$ cat src/rtl/reservation_station_param.sv
// Age-ordered reservation station sitting between dispatch and one functional unit.
// Entries capture operand values from ROB broadcasts. Each cycle the oldest entry
// whose operands are both valid is offered to the FU through a valid/ready handshake.
// Ages run from 0 for the youngest entry up to count-1 for the oldest, so the
// ages of the live entries are always unique.

module reservation_station_param #(
    parameter int RS_SIZE      = 8,
    parameter int ROB_IDX_SIZE = 5,
    parameter int GPR_SIZE     = 64,
    parameter int CTRL_WIDTH   = 8,
    localparam int IDX_W       = $clog2(RS_SIZE)
) (
    input  logic                    in_clk,
    input  logic                    in_rst,

    input  logic                    in_dispatch_valid,
    output logic                    out_dispatch_ready,
    input  logic                    in_op1_valid,
    input  logic                    in_op2_valid,
    input  logic [ROB_IDX_SIZE-1:0] in_op1_rob_index,
    input  logic [ROB_IDX_SIZE-1:0] in_op2_rob_index,
    input  logic [GPR_SIZE-1:0]     in_op1_value,
    input  logic [GPR_SIZE-1:0]     in_op2_value,
    input  logic [ROB_IDX_SIZE-1:0] in_dst_rob_index,
    input  logic                    in_set_nzcv,
    input  logic [CTRL_WIDTH-1:0]   in_ctrl,

    input  logic                    in_rob_broadcast_done,
    input  logic [ROB_IDX_SIZE-1:0] in_rob_broadcast_index,
    input  logic [GPR_SIZE-1:0]     in_rob_broadcast_val,
    input  logic                    in_rob_is_mispred,

    input  logic                    in_fu_ready,
    output logic                    out_issue_valid,
    output logic [GPR_SIZE-1:0]     out_issue_op1_value,
    output logic [GPR_SIZE-1:0]     out_issue_op2_value,
    output logic [ROB_IDX_SIZE-1:0] out_issue_dst_rob_index,
    output logic                    out_issue_set_nzcv,
    output logic [CTRL_WIDTH-1:0]   out_issue_ctrl,
    output logic [IDX_W:0]          out_count
);

    localparam logic [IDX_W:0] FULL_COUNT = (IDX_W+1)'(RS_SIZE);

    logic [RS_SIZE-1:0]      entry_valid;
    logic [RS_SIZE-1:0]      op1_valid;
    logic [RS_SIZE-1:0]      op2_valid;
    logic [ROB_IDX_SIZE-1:0] op1_tag [RS_SIZE];
    logic [ROB_IDX_SIZE-1:0] op2_tag [RS_SIZE];
    logic [GPR_SIZE-1:0]     op1_val [RS_SIZE];
    logic [GPR_SIZE-1:0]     op2_val [RS_SIZE];
    logic [ROB_IDX_SIZE-1:0] dst_tag [RS_SIZE];
    logic [RS_SIZE-1:0]      nzcv;
    logic [CTRL_WIDTH-1:0]   ctrl    [RS_SIZE];
    logic [IDX_W-1:0]        age     [RS_SIZE];
    logic [IDX_W:0]          count;

    logic [RS_SIZE-1:0]      entry_ready;
    logic                    sel_found;
    logic [IDX_W-1:0]        sel_idx;
    logic [IDX_W-1:0]        sel_age;
    logic [IDX_W-1:0]        alloc_idx;
    logic                    disp_fire;
    logic                    issue_valid;
    logic                    issue_fire;
    logic                    disp_op1_valid;
    logic                    disp_op2_valid;
    logic [GPR_SIZE-1:0]     disp_op1_value;
    logic [GPR_SIZE-1:0]     disp_op2_value;

    assign entry_ready        = entry_valid & op1_valid & op2_valid;
    assign out_dispatch_ready = (count < FULL_COUNT);
    assign disp_fire          = in_dispatch_valid & out_dispatch_ready & ~in_rob_is_mispred;
    assign issue_valid        = sel_found & ~in_rob_is_mispred;
    assign issue_fire         = issue_valid & in_fu_ready;
    assign out_count          = count;

    // Pick the ready entry with the largest age; strict compare keeps the lowest index on ties
    always_comb begin
        sel_found = 1'b0;
        sel_idx   = '0;
        sel_age   = '0;
        for (int i = 0; i < RS_SIZE; i++) begin
            if (entry_ready[i] && (!sel_found || (age[i] > sel_age))) begin
                sel_found = 1'b1;
                sel_idx   = IDX_W'(i);
                sel_age   = age[i];
            end
        end
    end

    // Lowest-index free slot for a new dispatch
    always_comb begin
        alloc_idx = '0;
        for (int i = RS_SIZE - 1; i >= 0; i--) begin
            if (!entry_valid[i]) begin
                alloc_idx = IDX_W'(i);
            end
        end
    end

    // Dispatched operands that miss their value pick it up from a same-cycle broadcast
    always_comb begin
        disp_op1_valid = in_op1_valid |
                         (in_rob_broadcast_done && (in_op1_rob_index == in_rob_broadcast_index));
        disp_op2_valid = in_op2_valid |
                         (in_rob_broadcast_done && (in_op2_rob_index == in_rob_broadcast_index));
        disp_op1_value = in_op1_valid ? in_op1_value : in_rob_broadcast_val;
        disp_op2_value = in_op2_valid ? in_op2_value : in_rob_broadcast_val;
    end

    // Entry storage: allocate, issue, wakeup and age bookkeeping.
    // When an entry issues, every entry older than it moves down by one. Without
    // that step, a long-waiting entry could keep aging past the counter width
    // while younger entries issue around it.
    always_ff @(posedge in_clk) begin
        if (in_rst || in_rob_is_mispred) begin
            for (int i = 0; i < RS_SIZE; i++) begin
                entry_valid[i] <= 1'b0;
                age[i]         <= '0;
            end
        end else begin
            for (int i = 0; i < RS_SIZE; i++) begin
                if (disp_fire && (alloc_idx == IDX_W'(i))) begin
                    entry_valid[i] <= 1'b1;
                    age[i]         <= '0;
                    op1_valid[i]   <= disp_op1_valid;
                    op2_valid[i]   <= disp_op2_valid;
                    op1_tag[i]     <= in_op1_rob_index;
                    op2_tag[i]     <= in_op2_rob_index;
                    op1_val[i]     <= disp_op1_value;
                    op2_val[i]     <= disp_op2_value;
                    dst_tag[i]     <= in_dst_rob_index;
                    nzcv[i]        <= in_set_nzcv;
                    ctrl[i]        <= in_ctrl;
                end else if (entry_valid[i]) begin
                    if (issue_fire && (sel_idx == IDX_W'(i))) begin
                        entry_valid[i] <= 1'b0;
                    end else begin
                        age[i] <= age[i] + IDX_W'(disp_fire)
                                         - IDX_W'(issue_fire && (age[i] > sel_age));
                        if (in_rob_broadcast_done && !op1_valid[i] &&
                            (op1_tag[i] == in_rob_broadcast_index)) begin
                            op1_valid[i] <= 1'b1;
                            op1_val[i]   <= in_rob_broadcast_val;
                        end
                        if (in_rob_broadcast_done && !op2_valid[i] &&
                            (op2_tag[i] == in_rob_broadcast_index)) begin
                            op2_valid[i] <= 1'b1;
                            op2_val[i]   <= in_rob_broadcast_val;
                        end
                    end
                end
            end
        end
    end

    // Occupancy counter; a dispatch and an issue on the same edge cancel out
    always_ff @(posedge in_clk) begin
        if (in_rst || in_rob_is_mispred) begin
            count <= '0;
        end else begin
            case ({disp_fire, issue_fire})
                2'b10:   count <= count + 1'b1;
                2'b01:   count <= count - 1'b1;
                default: count <= count;
            endcase
        end
    end

    // Issue payload of the selected entry, forced to zero when nothing is offered
    always_comb begin
        out_issue_valid         = issue_valid;
        out_issue_op1_value     = '0;
        out_issue_op2_value     = '0;
        out_issue_dst_rob_index = '0;
        out_issue_set_nzcv      = 1'b0;
        out_issue_ctrl          = '0;
        if (issue_valid) begin
            out_issue_op1_value     = op1_val[sel_idx];
            out_issue_op2_value     = op2_val[sel_idx];
            out_issue_dst_rob_index = dst_tag[sel_idx];
            out_issue_set_nzcv      = nzcv[sel_idx];
            out_issue_ctrl          = ctrl[sel_idx];
        end
    end

endmodule

$ cat config.mk
export PLATFORM = sky130hd
export DESIGN_NAME = reservation_station_param
export DESIGN_NICKNAME = d
export VERILOG_FILES = /design/src/rtl/reservation_station_param.sv
export SDC_FILE = /design/constraint.sdc
export NUM_CORES = 2
export LEC_CHECK = 0
export CORE_AREA = 2 2 342 344
export DETAILED_ROUTE_END_ITERATION = 8
export DIE_AREA = 0 0 344 346
export HOLD_SLACK_MARGIN = 0.08
export PLACE_DENSITY = 0.75
export SYNTH_ARGS = -nofsm -noshare
export SYNTH_HDL_FRONTEND = slang
export SYNTH_SLANG_ARGS = --single-unit
export TNS_END_PERCENT = 10
$ cat constraint.sdc
create_clock -name in_clk -period 35.6 [get_ports in_clk]
set_clock_uncertainty 0.05 [all_clocks]
set_input_delay 10.68 -clock in_clk [delete_from_list [all_inputs] [get_ports in_clk]]
set_output_delay 10.68 -clock in_clk [all_outputs]
set_load 0.005 [all_outputs]
## Word level (Yosys, flattened, before mapping)

Memory sizes are Yosys's and may differ from the RTL's.
Cells that the tools add are included.

- Add/subtract/negate cells: 18
- Order comparisons: 17
- Equality and inequality tests: 42
- Mux-type cells: 391
- Bitwise logic cells: 42
- Reduce and logical (&&, ||, !) cells: 175

Operator list:

| operator | count |
|---|---|
| 64-bit two-way mux | 20 |
| 1-bit two-way mux | 273 |
| 3-bit two-way mux | 66 |
| 5-bit two-way mux | 22 |
| 5-bit OR reduction | 21 |
| 5-bit == test | 18 |
| 1-bit logical AND | 65 |
| 8-bit two-way mux | 8 |
| 4-bit AND reduction | 16 |
| 8-bit OR reduction | 7 |
| 2-bit nonzero test | 25 |
| 3-bit greater-than comparator | 15 |
| 1-bit OR | 34 |
| 3-bit by 1-bit adder with 3-bit output | 8 |
| 3-bit == test, second input constant | 8 |
| 3-bit by 1-bit subtractor with 3-bit output | 8 |
| 1-bit zero test | 23 |
| 8-bit AND | 2 |
| 2-bit != test, second input constant | 8 |
| 2-bit AND reduction | 8 |
| 3-bit by 2-bit == test with 1-bit output, second input constant | 4 |
| 1-bit logical OR | 8 |
| 4-bit one-hot mux with 2 select lines | 1 |
| 3-bit by 1-bit == test with 1-bit output, second input constant | 2 |
| other kinds (10) | 15 |

- Register bits: 36
- RAM bits: 1232
- Input port bits: 229
- Output and inout port bits: 148
- Logic and storage cells: 718
- Memories: 7

Memories:

| memory | words | width | read ports | clocked after Yosys merged registers in | write ports | RTL line | source |
|---|---|---|---|---|---|---|---|
| op1_val | 8 | 64 | 1 | 0 | 8 | 51 | `logic [GPR_SIZE-1:0] op1_val [RS_SIZE];` |
| op2_val | 8 | 64 | 1 | 0 | 8 | 52 | `logic [GPR_SIZE-1:0] op2_val [RS_SIZE];` |
| ctrl | 8 | 8 | 1 | 0 | 1 | 55 | `logic [CTRL_WIDTH-1:0] ctrl [RS_SIZE];` |
| dst_tag | 8 | 5 | 1 | 0 | 1 | 53 | `logic [ROB_IDX_SIZE-1:0] dst_tag [RS_SIZE];` |
| op1_tag | 8 | 5 | 8 | 0 | 1 | 49 | `logic [ROB_IDX_SIZE-1:0] op1_tag [RS_SIZE];` |
| op2_tag | 8 | 5 | 8 | 0 | 1 | 50 | `logic [ROB_IDX_SIZE-1:0] op2_tag [RS_SIZE];` |
| +1 memories | -- | -- | -- | -- | -- | -- |  |

## Longest topological paths before layout

- Word-level depth: 40
- Depth in mapped cells: 70
- Depth with buffers taken out: 66

## Worst setup path before layout

No wires, ideal clock.

- Path kind: input to output
- Start point: input port in_rob_is_mispred
- End point: output port out_issue_op1_value[62]
- Arrival time: 11.833 ns
- Required time: 24.870 ns
- Setup slack: 13.037 ns
- Stages: 8
- Path buffers: 2
- Path through: inv_1 -> o21ai_0 -> inv_1 -> o21a_1 -> buf_2 -> clkbuf_1 -> o21ai_0 -> o22ai_1

- Cells in the longest elaborated chain, start to end: 3

RTL lines:

| item | RTL line | source |
|---|---|---|
| start: declaration | 32 | `input logic in_rob_is_mispred,` |
| 1-bit NOT | 75 | `assign issue_valid = sel_found & ~in_rob_is_mispred;` |
| 1-bit AND | 75 |  |
| via out_issue_valid | 35 | `output logic out_issue_valid,` |
| 64-bit two-way mux | 180 | `if (issue_valid) begin` |
| end: declaration | 36 | `output logic [GPR_SIZE-1:0] out_issue_op1_value,` |

The timed path passes the listed nets, and every way through them passes these cells.

## Final worst setup path

- Start point: register entry_valid[0]
- End point: output port out_issue_op2_value[46]

- Cells in the longest elaborated chain, start to end: 33

RTL lines:

| item | RTL line | source |
|---|---|---|
| start: declaration | 46 | `logic [RS_SIZE-1:0] entry_valid;` |
| start signal: indexed assignment | 120 | `entry_valid[i] <= 1'b0;` |
| start signal: indexed assignment | 126 | `entry_valid[i] <= 1'b1;` |
| start signal: indexed assignment | 139 | `entry_valid[i] <= 1'b0;` |
| 8-bit AND * (2 in a row) | 72 | `assign entry_ready = entry_valid & op1_valid & op2_valid;` |
| 3-bit two-way mux or 1-bit two-way mux (tied branches) | 85 | `if (entry_ready[i] && (!sel_found \|\| (age[i] > sel_age))) begin` |
| 3-bit greater-than comparator or 1-bit zero test (tied branches) | 85 |  |
| 1-bit logical OR | 85 |  |
| 1-bit logical AND | 85 |  |
| 3-bit two-way mux or 1-bit two-way mux (tied branches) | 85 |  |
| 3-bit greater-than comparator or 1-bit zero test (tied branches) | 85 |  |
| 1-bit logical OR | 85 |  |
| [16 not listed] | -- |  |
| 1-bit logical AND | 85 |  |
| 3-bit two-way mux or 1-bit two-way mux (tied branches) | 85 |  |
| 3-bit greater-than comparator or 1-bit zero test (tied branches) | 85 |  |
| 1-bit logical OR | 85 |  |
| 1-bit logical AND | 85 |  |
| 3-bit two-way mux or 1-bit two-way mux (tied branches) | 85 |  |
| memory read 8 x 64 bit or 1-bit AND (tied branches) | -- |  |
| 64-bit two-way mux * | 180 |  |
| end: declaration | 37 | `output logic [GPR_SIZE-1:0] out_issue_op2_value,` |

Mark *: on every way between the ends. The rest lies on a longest branch, timed or not.

==> flow_summary.json <==
{
  "outcome": "finished clean",
  "regArea_um2": 38000,
  "cpPeakStageDelay_ns": 1.00,
  "tightest_slew_ns": 1.28,
  "post_cts_buffers": 0,
  "cp-start-kind": "flip-flop",
  "setup_viol": 0,
  "coreArea_um2": 115000,
  "track_usage_pct": 35.4,
  "postCtsHoldBufs": 0,
  "synth_fp_nets": 6280,
  "relSlewSlack_pct": 14.7,
  "post_cts_resized": 0,
  "cts_max_path_buffers": 3,
  "port_buffers": 376,
  "antenna_found_initial": 10,
  "htree_levels": 4,
  "p_leak_nw": 24.8,
  "crit_type": "flip-flop to primary output",
  "clk_pin_slew_worst_paths_ns": 0.06,
  "drt_iter0_markers": 7834,
  "ys_types": 66,
  "drv_slew": 0,
  "ys.flop_type": "edfxtp_1",
  "root_buffer": "clkbuf_16",
  "cellPowerDensity_nw_per_um2": 43.0,
  "setup_tns_ns": 0,
  "hold_slack_ns": 0.474,
  "ys_seq_elements": 1268,
  "syn_to_final_growth_pct": 12.8,
  "grt_start_max_net_pins": 198,
  "slowest_stage": "buf_4",
  "gr-total-overflow": 0,
  "setup.worst_path.end": "out_issue_op2_value[46]",
  "synth_async_sr_flop_share_pct": 0,
  "rsz0062_at_grt": "no",
  "cts.sinks": 1268,
  "path_max_fanout": 92,
  "fill_cells": 8783,
  "syn_inst": 5987,
  "hold_path_class": "flip-flop to flip-flop",
  "viasPerCell": 6.89,
  "initial_core_util_pct": 56.7,
  "drc": 0,
  "cts_buffers": 135,
  "nets": 6270,
  "dp_hpwl_mm": 124,
  "cts_tree": "done",
  "synth-edff-count": 1256,
  "postRouteAntennaNets": 0,
  "netlist_area_um2": 65400,
  "io_pins": 377,
  "crit_required_ns": 24.87,
  "firstDrtPassIters": 6,
  "critPathArrivalTime_ns": 15.47,
  "syn_avg_cell_area_um2": 10.9,
  "critPathLaunch": "entry_valid[0]",
  "cp-end-kind": "primary output",
  "peakVddDrop_mv": 0.0484,
  "die_y_um": 346,
  "yosys_warnings": 0,
  "hold_violations": 0,
  "max_cap_viol_count": 0,
  "grt_pass1_vias": 50638,
  "min_period_ns": 26.20,
  "wl_mm": 215,
  "ys_seq_area_share_pct": 58.0,
  "layout_commonest_cell": "edfxtp_1",
  "reg2reg_from": "entry_valid[0]",
  "grt_pass1_wl_mm": 317,
  "die_area_um2": 119000,
  "gp_congestion": 0.891,
  "r2r_end": "age[1][11]",
  "insertion_delay_ns": 0.78,
  "crit_path_frequent_cell": "ha_1",
  "multi_input_area_um2": 25000,
  "rrSetupSlack_ns": 20.76,
  "fmax_mhz": 38.2,
  "vias": 52434,
  "r2r_cells": 63,
  "wl_per_cell_um": 28.2,
  "final_cell_mix": "edfxtp_1 (1,256), nor2_1 (1,087), a21oi_1 (1,049), clkdlybuf4s50_1 (374), nand3_1 (304)",
  "drive_above_1_share_pct": 9.94,
  "placementRows": 125,
  "min_period_over_period_pct": 73.6,
  "die_w_um": 344
}
==> through the flow <==
step | area (um^2) | util (%) | power [mW] | setup slack (ns) | cells
4_1_cts | 73800 | 63.9 | 3.17 | 9.71 | 7600
3_5_place_dp | 69700 | 60.4 | 1.87 | 9.90 | 7364
6_report | 73800 | 63.9 | 3.18 | 9.40 | 7609
3_3_place_gp | 69700 | 60.4 | 1.86 | 10.00 | 7364
5_1_grt | 73800 | 63.9 | 3.25 | 8.52 | 7607
2_1_floorplan | 65400 | - | 1.80 | 13.04 | 5987
==> layer usage <==
| metal | share of wire (%) | track usage [%] |
|---|---|---|
| met1 | 36 | 46.6 |
| met2 | 46 | 55.1 |
| met3 | 13 | 7.63 |
| met4 | 5.2 | 18.3 |
| met5 | 0.013 | 0 |
==> state kept, by name, indices dropped and copies added (netlist names), 24 cells and up <==
signal and count:
op1_val 512, op2_val 512, ctrl 64, dst_tag 40
op1_tag 40, op2_tag 40, age 24
==> layout make-up <==
| type | instances | area share, % |
|---|---|---|
| Antenna cell | 9 | 0.0305 |
| Clock buffer | 169 | 4.75 |
| Clock inverter | 67 | 0.743 |
| Inverter | 66 | 0.336 |
| Multi-Input combinational cell | 4028 | 33.9 |
| Sequential cell | 1268 | 51.4 |
| Tap cell | 1524 | 2.58 |
| Timing Repair Buffer | 478 | 6.20 |
==> critical path, delay by kind of cell, from the launching register on <==
kind | cells | cell delay [ns]
flops | 1 | 0.50
fa+ha+maj | 7 | 2.12
mux | 1 | 0.41
simple gates | 16 | 3.38
buf+inv | 7 | 3.00
compound gates | 23 | 4.97
==> kinds of logic (layout without fill, tap and decap cells) <==
group / count (synthesis) / after routing / share of synthesized area (%)
compound gates: 1698 / 1698 / 16.6
xor+xnor: 109 / 109 / 1.46
flops: 1268 / 1268 / 58.0
buf+inv: 691 / 780 / 4.13
other cells: 0 / 9 / 0
mux: 417 / 417 / 6.93
simple gates: 1734 / 1734 / 11.5
fa+ha+maj: 70 / 70 / 1.42
==> cells in the mapped netlist, types with 12 or more instances <==
| master | number | area share [%] |
|---|---|---|
| nand2_1 | 96 | 0.55 |
| o21ai_0 | 19 | 0.15 |
| buf_1 | 105 | 0.60 |
| edfxtp_1 | 1256 | 58 |
| nor2_1 | 1087 | 6.2 |
| o32a_1 | 141 | 2.2 |
| inv_1 | 66 | 0.38 |
| xnor2_1 | 33 | 0.44 |
| nor3_1 | 13 | 0.099 |
| and3_1 | 19 | 0.18 |
| xor2_1 | 76 | 1.0 |
| a21oi_1 | 1049 | 8.0 |
| buf_2 | 52 | 0.40 |
| ha_1 | 55 | 1.1 |
| nand3_1 | 311 | 2.4 |
| dfxtp_1 | 12 | 0.37 |
| nor4_1 | 18 | 0.17 |
| clkbuf_1 | 460 | 2.6 |
| mux2_2 | 288 | 5.0 |
| a21o_1 | 147 | 1.7 |
| o2111ai_1 | 282 | 3.8 |
| nand4_1 | 152 | 1.5 |
| mux2i_1 | 129 | 2.0 |
==> power by group <==
part           internal, mW  switching, mW  leakage, nW
clock network         0.731          0.604         1.96
registers              1.66        0.00285         11.5
logic                0.0699          0.114         11.4
==> worst min-delay path by stage <==
stage	start	end	slack, ns	cells after the start
after floorplan	out_count[3]	out_count[3]	0.44	2
after global placement	out_count[3]	out_count[3]	0.45	2
after detailed placement	out_count[3]	out_count[3]	0.46	2
after CTS	out_count[3]	out_count[3]	0.47	2
after global routing	out_count[3]	out_count[3]	0.48	2
final	out_count[3]	out_count[3]	0.47	2
No activity file was read; power rests on OpenSTA's default activity.
